===== config.mk =====
export PLATFORM = sky130hd
export DESIGN_NAME = warp_fetcher
export DESIGN_NICKNAME = d
export VERILOG_FILES = /design/src/rtl/warp_fetcher_pkg.sv /design/src/rtl/warp_ibuf.sv /design/src/rtl/warp_fetcher.sv
export SDC_FILE = /design/constraint.sdc
export NUM_CORES = 1
export LEC_CHECK = 0
export BUFFER_PORTS_ARGS = -buffer_cell sky130_fd_sc_hd__buf_2
export CORE_AREA = 2 2 154 81
export CTS_CLUSTER_DIAMETER = 200
export DETAILED_ROUTE_END_ITERATION = 10
export DIE_AREA = 0 0 156 83
export GPL_TIMING_DRIVEN = 0
export PLACE_DENSITY = 0.7
export SLEW_MARGIN = 20
export SYNTH_ARGS = -nofsm -noshare
export SYNTH_HDL_FRONTEND = slang
export SYNTH_SLANG_ARGS = --single-unit

===== constraint.sdc =====
create_clock -name clk -period 6.55 [get_ports clk]
set_clock_uncertainty 0.15 [all_clocks]
set_input_delay 1.6375 -clock clk [delete_from_list [all_inputs] [get_ports clk]]
set_output_delay 1.6375 -clock clk [all_outputs]
set_load 0.005 [all_outputs]

===== src/rtl/warp_fetcher_pkg.sv =====
// Shared definitions for the warp instruction fetch path: FSM encoding and
// width constants used by the fetcher and its per-warp instruction buffer.
package warp_fetcher_pkg;

  localparam int unsigned WARP_ID_BITS = 8;

  typedef enum logic [1:0] {
    StIdle,
    StLookup,
    StRequest,
    StReady
  } fetch_state_e;

  // Index width for an n-entry array; never zero so slices stay legal.
  function automatic int unsigned idx_bits(input int unsigned n);
    return (n > 1) ? $clog2(n) : 1;
  endfunction

endpackage


===== src/rtl/warp_ibuf.sv =====
// Per-warp single-entry instruction buffer: valid/tag/data per warp, a
// combinational lookup port, one write port and a global flush.
module warp_ibuf
  import warp_fetcher_pkg::*;
#(
  parameter int unsigned ENTRIES   = 4,
  parameter int unsigned ADDR_BITS = 8,
  parameter int unsigned DATA_BITS = 16
) (
  input  logic                    clk,
  input  logic                    reset,
  input  logic                    flush,
  input  logic [WARP_ID_BITS-1:0] lookup_id,
  input  logic [ADDR_BITS-1:0]    lookup_tag,
  output logic                    lookup_hit,
  output logic [DATA_BITS-1:0]    lookup_data,
  input  logic                    write_en,
  input  logic [WARP_ID_BITS-1:0] write_id,
  input  logic [ADDR_BITS-1:0]    write_tag,
  input  logic [DATA_BITS-1:0]    write_data
);

  localparam int unsigned IdxBits = idx_bits(ENTRIES);

  logic [ENTRIES-1:0]   valid_q;
  logic [ADDR_BITS-1:0] tag_q  [ENTRIES];
  logic [DATA_BITS-1:0] data_q [ENTRIES];

  logic               lookup_in_range, write_in_range;
  logic [IdxBits-1:0] lookup_idx, write_idx;

  assign lookup_in_range = 32'(lookup_id) < ENTRIES;
  assign write_in_range  = 32'(write_id) < ENTRIES;
  assign lookup_idx      = lookup_id[IdxBits-1:0];
  assign write_idx       = write_id[IdxBits-1:0];

  assign lookup_hit  = lookup_in_range && valid_q[lookup_idx] && (tag_q[lookup_idx] == lookup_tag);
  assign lookup_data = data_q[lookup_idx];

  // Flush has priority so a fill racing a flush is never left valid.
  always_ff @(posedge clk or posedge reset) begin
    if (reset) begin
      valid_q <= '0;
    end else if (flush) begin
      valid_q <= '0;
    end else if (write_en && write_in_range) begin
      valid_q[write_idx] <= 1'b1;
    end
  end

  always_ff @(posedge clk) begin
    if (write_en && write_in_range) begin
      tag_q[write_idx]  <= write_tag;
      data_q[write_idx] <= write_data;
    end
  end

endmodule


===== src/rtl/warp_fetcher.sv =====
// Warp instruction fetcher: looks up the per-warp buffer, falls back to a
// single outstanding program-memory read on a miss, and holds the result.
module warp_fetcher
  import warp_fetcher_pkg::*;
#(
  parameter int unsigned MAX_WARPS_PER_CORE    = 4,
  parameter int unsigned PROGRAM_MEM_ADDR_BITS = 8,
  parameter int unsigned PROGRAM_MEM_DATA_BITS = 16
) (
  input  logic                             clk,
  input  logic                             reset,
  input  logic                             fetch_req,
  input  logic [WARP_ID_BITS-1:0]          fetch_warp_id,
  input  logic [PROGRAM_MEM_ADDR_BITS-1:0] fetch_pc,
  input  logic                             consume,
  input  logic                             flush,
  output logic                             instruction_ready,
  output logic [PROGRAM_MEM_DATA_BITS-1:0] instruction,
  output logic                             mem_read_valid,
  output logic [PROGRAM_MEM_ADDR_BITS-1:0] mem_read_address,
  input  logic                             mem_read_ready,
  input  logic [PROGRAM_MEM_DATA_BITS-1:0] mem_read_data
);

  fetch_state_e state_q, state_d;

  logic [WARP_ID_BITS-1:0]          warp_q;
  logic [PROGRAM_MEM_ADDR_BITS-1:0] pc_q;
  logic [PROGRAM_MEM_DATA_BITS-1:0] instr_q, instr_d;
  logic                             hit;
  logic [PROGRAM_MEM_DATA_BITS-1:0] hit_data;
  logic                             fill_en;

  warp_ibuf #(
    .ENTRIES  (MAX_WARPS_PER_CORE),
    .ADDR_BITS(PROGRAM_MEM_ADDR_BITS),
    .DATA_BITS(PROGRAM_MEM_DATA_BITS)
  ) u_ibuf (
    .clk        (clk),
    .reset      (reset),
    .flush      (flush),
    .lookup_id  (warp_q),
    .lookup_tag (pc_q),
    .lookup_hit (hit),
    .lookup_data(hit_data),
    .write_en   (fill_en),
    .write_id   (warp_q),
    .write_tag  (pc_q),
    .write_data (mem_read_data)
  );

  always_comb begin
    state_d = state_q;
    instr_d = instr_q;
    fill_en = 1'b0;
    unique case (state_q)
      StIdle: begin
        if (fetch_req) state_d = StLookup;
      end
      StLookup: begin
        if (hit) begin
          instr_d = hit_data;
          state_d = StReady;
        end else begin
          state_d = StRequest;
        end
      end
      StRequest: begin
        if (mem_read_ready) begin
          instr_d = mem_read_data;
          fill_en = !flush;
          state_d = StReady;
        end
      end
      StReady: begin
        if (consume) state_d = StIdle;
      end
      default: state_d = StIdle;
    endcase
  end

  always_ff @(posedge clk or posedge reset) begin
    if (reset) begin
      state_q <= StIdle;
      instr_q <= '0;
      warp_q  <= '0;
      pc_q    <= '0;
    end else begin
      state_q <= state_d;
      instr_q <= instr_d;
      if (state_q == StIdle && fetch_req) begin
        warp_q <= fetch_warp_id;
        pc_q   <= fetch_pc;
      end
    end
  end

  assign instruction_ready = (state_q == StReady);
  assign instruction       = instr_q;
  assign mem_read_valid    = (state_q == StRequest);
  assign mem_read_address  = pc_q;

endmodule

# Yosys cells after proc, flatten, opt, wreduce, memory -nomap -nowiden
# Memories as Yosys holds them, arrays and structs flattened.
# Index checks and enable logic that the tools add are counted.
[classes]
n_bitwise = 1
n_reduce_logical = 11
mux = 18
eq_ne = 8
magnitude_cmp = 3
[ops]
columns = ["op", "n"]
rows = [
  ["16-bit two-way mux", 2],
  ["16-bit case mux with 2 select lines", 1],
  ["8-bit == test", 1],
  ["8-bit by 3-bit less-than comparator with 1-bit output (second input constant)", 1],
  ["4-bit two-way mux", 2],
  ["2-bit case mux with 4 select lines", 1],
  ["1-bit two-way mux", 7],
  ["2-bit two-way mux", 3],
  ["2-bit inequality test (second input constant)", 3],
  ["3-bit AND reduction", 2],
  ["1-bit logical AND", 5],
  ["2-bit == test (second input constant)", 2],
  ["4-bit OR", 1],
  ["2-bit nonzero test", 2],
  ["2-bit by 3-bit less-than comparator with 1-bit output (second input constant)", 1],
  ["1-bit binary-select mux with 2-bit select", 1],
  ["1-bit demux with 2-bit select", 1],
  ["2-bit by 1-bit == test with 1-bit output (second input constant)", 1],
  ["2-bit by 1-bit >= comparator with 1-bit output (second input constant)", 1],
  ["2-bit zero test", 1],
  ["2-bit by 1-bit inequality test with 1-bit output (second input constant)", 1],
  ["1-bit zero test", 1],
]
[totals]
output_inout_bits = 26
regBits = 38
mem_bits_rw = 96
wordCells = 48
mem_count = 2
[mem_list]
columns = ["name", "words", "width", "rd", "rd_clocked_by_memory_dff", "write_ports", "line_no", "text"]
rows = [
  ["u_ibuf.data_q", 4, 16, 1, 0, 1, "warp_ibuf.sv:27", "logic [DATA_BITS-1:0] data_q [ENTRIES];"],
  ["u_ibuf.tag_q", 4, 8, 1, 0, 1, "warp_ibuf.sv:26", "logic [ADDR_BITS-1:0] tag_q [ENTRIES];"],
]

# Logic depth before layout (Yosys ltp)
# Gate-level depths: netlist of the first run.
[depth]
ltp_word = 7
mapped_depth = 10

# Cells and area by module
# A second synthesis of the first run with hierarchy kept.
[unflattened]
cells_unflattened = 279
hier_area_um2 = 5481.5
[by_module_without_submodules]
columns = ["module", "instances", "cells_each", "area_per_inst_um2"]
rows = [
  ["warp_ibuf", 1, 170, 3834.9],
  ["warp_fetcher", 1, 109, 1646.6],
]

# Worst setup path after synthesis of the first run
# OpenSTA, ideal clock, no wires.
[synth_path]
path_type = "input to register"
startpoint = "input mem_read_ready"
endpoint = "memory u_ibuf.data_q[2][0] (enable)"
setup_ps = 443
arrival_ps = 4321
path_stages = 4
slack_ps = 1636
path_cell_list = "clkbuf_1 -> nand2_1 -> or3_1 -> nor3b_1"
[synth_between]
elab_chain_cells = 5
[synth_rtl]
columns = ["element", "line_no", "text"]
rows = [
  ["start, declared", "warp_fetcher.sv:21", "input logic mem_read_ready,"],
  ["1-bit two-way mux", "warp_fetcher.sv:69", "if (mem_read_ready) begin"],
  ["1-bit two-way mux", "warp_fetcher.sv:56", "unique case (state_q)"],
  ["1-bit logical AND", "warp_ibuf.sv:52", "if (write_en && write_in_range) begin"],
  ["1-bit two-way mux", "warp_ibuf.sv:52", ""],
  ["1-bit two-way mux (implied by the code)", "warp_ibuf.sv:54", "data_q[write_idx] <= write_data;"],
  ["end, declared", "warp_ibuf.sv:27", ""],
]
# No other way between the ends.

# Worst setup path after layout of the first run
[layout_path]
startpoint = "input mem_read_ready"
endpoint = "register instr_q[9], in the netlist instruction[9]"
[layout_between]
elab_chain_cells = 2
[layout_rtl]
columns = ["element", "line_no", "text"]
rows = [
  ["2-bit by 1-bit inequality test with 1-bit output (no line)", "--", ""],
  ["3-bit AND reduction (no line)", "--", ""],
  ["end signal, assigned", "warp_fetcher.sv:90", "instr_q <= instr_d;"],
  ["end, declared", "warp_fetcher.sv:29", "logic [PROGRAM_MEM_DATA_BITS-1:0] instr_q, instr_d;"],
]
# No other way between the ends.
# A chain may end at the register's enable or synchronous reset.

==> results_dict.tcl, run 1 <==
set metrics [dict create \
    status "finished, final reports clean" \
    synth-edff-count 96 \
    grt_pass1_vias 3310 \
    path_clk_slew_ps 50 \
    via_count 3208 \
    synth_top_area_share_pct 50.7 \
    slew_headroom_pct 42.1 \
    grt_max_degree 26 \
    syn_inst 329 \
    place_hpwl_um 8100 \
    cp_max_fo 10 \
    ys.warnings.count 0 \
    timing_hold_violations_final 0 \
    clock-sinks 134 \
    hold_path.class "flip-flop to flip-flop" \
    synthTopCellsByCount "96 x edfxtp_1, 57 x mux2i_1, 38 x dfrtp_1" \
    gp_congestion 0.703 \
    post_cts_buffers 0 \
    max_freq_mhz 270 \
    antenna_found_initial 0 \
    setup_violations 0 \
    rsz0062_at_grt "no" \
    grtUsageMet1_pct 30.7 \
    layout-drive-gt1-share_pct 34.3 \
    synth_compound_area_share_pct 2.27 \
    worstSkewPairLatency_ps 410 \
    path_class "input pin to flip-flop" \
    dp_slack_ps 2480 \
    leakage_nw 2.78 \
    arrival_ps 3840 \
    synthTopCellsByArea "edfxtp_1 51%, dfrtp_1 17%, mux2i_1 10%" \
    diodes 0 \
    cts_tree "yes" \
    power_per_cell_area_nw_per_um2 421 \
    fin_hold_ws_ps 355 \
    port_buffers 62 \
    cpMostUsedCell "clkbuf_1" \
    routed_wl_um 12000 \
    initial_core_util_pct 49.3 \
    period_minus_slack_ps 3700 \
    synth.distinct_cells 33 \
    grt_use_met2_pct 28.2 \
    drt_iter0_drc 216 \
    syn-num-nets 372 \
    dieArea_um2 12900 \
    ys_async_sr_fraction_pct 28.4 \
    ios 64 \
    grt_busiest_layer "met1" \
    max_stage_delay_ps 710 \
    tightest_slew_ps 868 \
    yosysTopAreaCell "edfxtp_1" \
    wl_per_cell_um 20.7 \
    yosysSeqAreaShare_pct 67.4 \
    rows 28 \
    crit_path_end_kind "flip-flop" \
    slew_viol_final 0 \
    synth-simple-area-share_pct 3.43 \
    crit_required_ps 6680 \
    dieHeight_um 83 \
    drt_pass1_iterations 4 \
    syn_area_per_cell_um2 17.3 \
    area_growth_pct 20.3 \
    slowest_stage "clkbuf_1" \
    ctsLongestPathBuffers 2 \
    vdd_drop_max_mv 0.193 \
    drc 0 \
    fin_util_pct 59.4 \
    cts_resized 0 \
    grt_usage_pct 20.2 \
    cts_root_buffer "clkbuf_16" \
    power_mw 2.88 \
    cts_htree_levels 4 \
    synth_xor_area_share_pct 1.85 \
    netlist_area_um2 5690 \
    max-cap-violations 0 \
    yosysMostFrequentCell "edfxtp_1" \
    fp.coreArea_um2 11500 \
    viasPerCell 5.52 \
    grt_pass1_wl_um 18900 \
    fin_crit_sh_pct 56.5 \
    use_met3_pct 6.47 \
    synthAdderAreaFrac_pct 1.10 \
    cts-buffers-inserted 17 \
    synth_top_family_by_area "multiplexers" \
    path_cells "clkbuf_1 > nand2_1 > or2_2 > clkbuf_1 > clkbuf_1 > mux2i_1 > mux2i_1" \
    ys_ff_latch 134 \
    setup_ws_ps 2850 \
    grt-ovfl-total 0 \
    die_w_um 156 \
    cp-start-kind "input pin" \
    synth-main-ff-cell "edfxtp_1" \
    hold_buffers 0 \
    ant_nets 0 \
    synthMuxAreaShare_pct 21.7 \
    nets 461 \
]
power by group:
part	internal, mW	total, mW	switching (mW)
clock network	0.547	0.873	0.326
registers	1.05	1.17	0.115
logic	0.418	0.837	0.420
total	2.02	2.88	0.861
metrics by stage:
stage | TNS (ps) | instances | cell area (um^2)
after floorplan | 0 | 329 | 5690
after global placement | -2930 | 541 | 6190
after detailed placement | 0 | 549 | 6300
after CTS | 0 | 581 | 6840
after global routing | 0 | 581 | 6840
final | 0 | 581 | 6840
cell type report:
cell class	count	area [um^2]
Tap cell	150	188
Clock inverter	6	51.3
Inverter	5	18.8
Multi-Input combinational cell	173	1750
Buffer	17	109
Timing Repair Buffer	70	407
Clock buffer	26	489
Sequential cell	134	3830
Fill cell	876	4680
layer usage:
layer | part of all wire, % | up-vias
li1 | - | 1449
met1 | 49 | 1648
met2 | 43 | 105
met3 | 7.1 | 6
met4 | 0.43 | 0
met5 | 0 | -
sequential cells by signal (all words and copies together) (netlist names):
name and cells:
instruction 16, mem_read_address 8, state_q 2, u_ibuf.data_q 64, u_ibuf.tag_q 32, u_ibuf.valid_q 4, warp_q 8
critical path, delay by kind of cell:
family                 cells  cell delay (ps)
and+or+nand+nor            2              330
buffers and inverters      3             1460
muxes                      2              390
placed cells by master, fill, tap and decap left out, types with 3 or more instances in the layout:
cell type	instances
buf_2	64
buf_4	5
buf_6	3
clkbuf_1	16
clkbuf_16	17
clkbuf_8	3
clkinv_1	3
dfrtp_1	38
edfxtp_1	96
ha_1	5
inv_1	4
mux2_2	17
mux2i_1	57
mux4_2	21
nand2_1	20
nor2_1	5
o21ai_0	16
xnor2_1	11
logic make-up after synthesis:
family / Yosys count
simple gates: 40
fa+ha+maj: 5
xor+xnor: 12
buf+inv: 22
flops: 134
compound gates: 21
mux: 95
worst paths after layout:
| path | start | end | slack (ps) | cells after the start |
|---|---|---|---|---|
| min reg2reg | warp_q[3] | warp_q[3] | 360 | 1 |
| max in group asynchronous | reset | instruction[15] | 4680 | 3 |
| min | warp_q[3] | warp_q[3] | 360 | 1 |
| max reg2reg | state_q[0] | instruction[9] | 3590 | 8 |
| max | mem_read_ready | instruction[9] | 2850 | 7 |
| min in group asynchronous | reset | instruction[2] | 1080 | 2 |
Note: power is estimated with default switching activity, not from simulation.
==> inputs of run 2 (changes only) <==
- ABC_AREA: not set -> 1
- CORE_AREA: 2 2 154 81 -> 2 2 152 80
- DIE_AREA: 0 0 156 83 -> 0 0 154 82
- clock period: 6.55 -> 3.8 ns (I/O delays scaled with it)
==> run 2 against run 1 <==
Clock power rose by 100%; sequential share of layout area rose by 0.61 points; die area fell by 2.5%; count of clock-buffer cells in the layout fell by 8; sequential power rose by 68%; register-to-register slack got worse by 3100 ps; hold slack got worse by 73 ps; utilization rose by 0.082 points; global-route usage rose by 2.1 points.
==> results_dict.tcl, run 2 <==
set metrics [dict create \
    max_freq_mhz 301 \
    fin_crit_sh_pct 87.3 \
    cts_resized 0 \
    final_area_um2 6770 \
    hold_path.class "input pin to async pin" \
    viasPerCell 5.39 \
    power_frac_comb_pct 30.1 \
    grt_pass1_wl_um 20200 \
    synth.distinct_cells 31 \
    seq_power_share_pct 37.0 \
    clkPwrFrac_pct 32.9 \
    power_mw 5.32 \
    cts_htree_levels 4 \
    rsz0062_at_grt "no" \
    grt_max_degree 30 \
    initial_core_util_pct 48.2 \
    syn-num-nets 509 \
    grt_usage_pct 22.2 \
    synth_top_area_share_pct 52.5 \
    area_growth_pct 23.3 \
    slew_viol_final 0 \
    setup_violations 0 \
    synth_top_family_by_area "simple AND/OR/NAND/NOR gates" \
    synth-simple-area-share_pct 17.6 \
    wl_per_cell_um 18.4 \
    place_hpwl_um 9000 \
    die_w_um 154 \
    synth_xor_area_share_pct 0.160 \
    port_buffers 63 \
    cp_max_fo 10 \
    slew_headroom_pct 52.8 \
    dp_slack_ps 527 \
    p_sw_mw 1.82 \
    rows 28 \
    swShare_pct 34.2 \
    leakage_nw 2.78 \
    yosysTopAreaCell "edfxtp_1" \
    ios 64 \
    gp_congestion 0.778 \
    crit_path_end_kind "flip-flop" \
    ctsLongestPathBuffers 2 \
    arrival_ps 3300 \
    synthMuxAreaShare_pct 2.26 \
    timing_hold_violations_final 0 \
    path_clk_slew_ps 60 \
    status "finished, final reports clean" \
    layout-drive-gt1-share_pct 24.7 \
    drt_iter0_drc 330 \
    yosysMostFrequentCell "nand2_1" \
    rr_endpoint "u_ibuf.data_q[2][11]" \
    worstSkewPairLatency_ps 430 \
    largest_reg_flops 64 \
    layout_commonest_cell "nand2_1" \
    synthTopCellsByCount "159 x nand2_1, 96 x edfxtp_1, 38 x dfrtp_1" \
    routed_wl_um 13200 \
    drc 0 \
    synth_compound_area_share_pct 6.00 \
    intPower_mw 3.50 \
    rrSetupSlack_ps 480 \
    grt_pass1_vias 3670 \
    dieHeight_um 82 \
    vdd_drop_max_mv 0.299 \
    stdcell_count 720 \
    fp.coreArea_um2 11400 \
    via_count 3880 \
    synthAdderAreaFrac_pct 1.14 \
    power_per_cell_area_nw_per_um2 785 \
    path_class "flip-flop to flip-flop" \
    nets 600 \
    cts_tree "yes" \
    drt_pass1_iterations 4 \
    hold_buffers 0 \
    diodes 0 \
    grt-ovfl-total 0 \
    synthTopCellsByArea "edfxtp_1 53%, dfrtp_1 17%, nand2_1 11%" \
    cts_root_buffer "clkbuf_16" \
    post_cts_buffers 0 \
    fin_hold_ws_ps 282 \
    regMostFlops "u_ibuf.data_q" \
    ys_async_sr_fraction_pct 28.4 \
    ys.warnings.count 0 \
    clock-sinks 134 \
    cp-start-kind "flip-flop" \
    ant_nets 0 \
    synth-main-ff-cell "edfxtp_1" \
    netlist_area_um2 5490 \
    tightest_slew_ps 703 \
    layout_common_cells "159 x nand2_1, 96 x edfxtp_1, 66 x buf_2, 38 x dfrtp_1, 27 x nor2_1" \
    place_inst 688 \
    cts-buffers-inserted 17 \
    dieArea_um2 12600 \
    yosysSeqAreaShare_pct 69.9 \
    r2r_cells 9 \
    max-cap-violations 0 \
    antenna_found_initial 0 \
    period_minus_slack_ps 3320 \
    place_area_um2 6140 \
    setup_ws_ps 483 \
    ys_ff_latch 134 \
    crit_required_ps 3780 \
    reg2reg_from "state_q[0]" \
    syn_area_per_cell_um2 11.8 \
    syn_inst 466 \
    synth-edff-count 96 \
]
## run 2: cell count changes after synthesis, sizes merged, moves of 4 or more
cell | before | now
mux2 | 17 | 11
mux4 | 21 | 0
nand3b | 0 | 5
nand3 | 1 | 23
a31oi | 0 | 9
inv | 5 | 13
a21oi | 0 | 18
nand2 | 20 | 161
a41oi | 0 | 4
nor2 | 6 | 34
xnor2 | 11 | 1
mux2i | 57 | 0
a22oi | 1 | 9
o21ai | 16 | 5
## run 2: cell families (layout without fill, tap and decap cells)
kind of cell,Yosys count,in the layout
compound gates,51,51
fa+ha+maj,5,5
simple gates,232,232
xor+xnor,1,1
flops,134,134
buf+inv,32,136
mux,11,11
## run 2: cell type report
cell class / instances / area, um^2
plain buffers: 17 / 105
clock buffers: 18 / 429
clock inverters: 14 / 199
fillers: 924 / 4620
inverters: 15 / 61.3
multi-input cells: 300 / 1510
flip-flops and latches: 134 / 3830
well taps: 150 / 188
repair buffers: 72 / 439
## run 2: stage by stage
stage               util (%)  TNS [ps]
finish                  59.4         0
global route            59.4         0
CTS                     59.4         0
detailed placement      53.9         0
global placement        52.6    -83950
floorplan                  -         0
## run 2: worst max-delay path, cell delays in order, from the launching register on
cell and delay [ps]:
dfrtp_1 420, inv_1 130, ha_1 220, buf_2 250, clkinv_1 310, nor2_1 180
nand3b_1 280, nor3_2 630, buf_4 290, buf_6 170
## run 2: power by group through the flow
stage / clock (mW) / combinational (mW) / sequential (mW)
after detailed placement: 0 / 1.57 / 1.99
after floorplan: 0 / 1.03 / 1.96
after global placement: 0 / 1.53 / 1.97
after global routing: 1.83 / 1.79 / 1.99
after CTS: 1.76 / 1.59 / 1.97
final: 1.75 / 1.60 / 1.97
## run 2: worst max-delay path by stage
stage	slack, ps	end	from	cells after the start
global placement	-1520	u_ibuf.data_q[2][2]	state_q[0]	7
CTS	490	u_ibuf.data_q[1][8]	state_q[0]	9
floorplan	200	u_ibuf.data_q[1][0]	state_q[0]	7
finish	480	u_ibuf.data_q[2][11]	state_q[0]	9
detailed placement	530	u_ibuf.data_q[1][2]	state_q[0]	9
global route	220	u_ibuf.data_q[2][11]	state_q[0]	9
## run 2: layer usage
layer / up-vias / part of all wire (%) / routed length [um] / global-route usage [%]
li1: 1805 / - / - / -
met1: 1878 / 48 / 6310 / 32.6
met2: 179 / 42 / 5620 / 32.2
met3: 18 / 8.6 / 1140 / 5.96
met4: 0 / 1.3 / 168 / 7.76
met5: - / 0 / 0 / 0
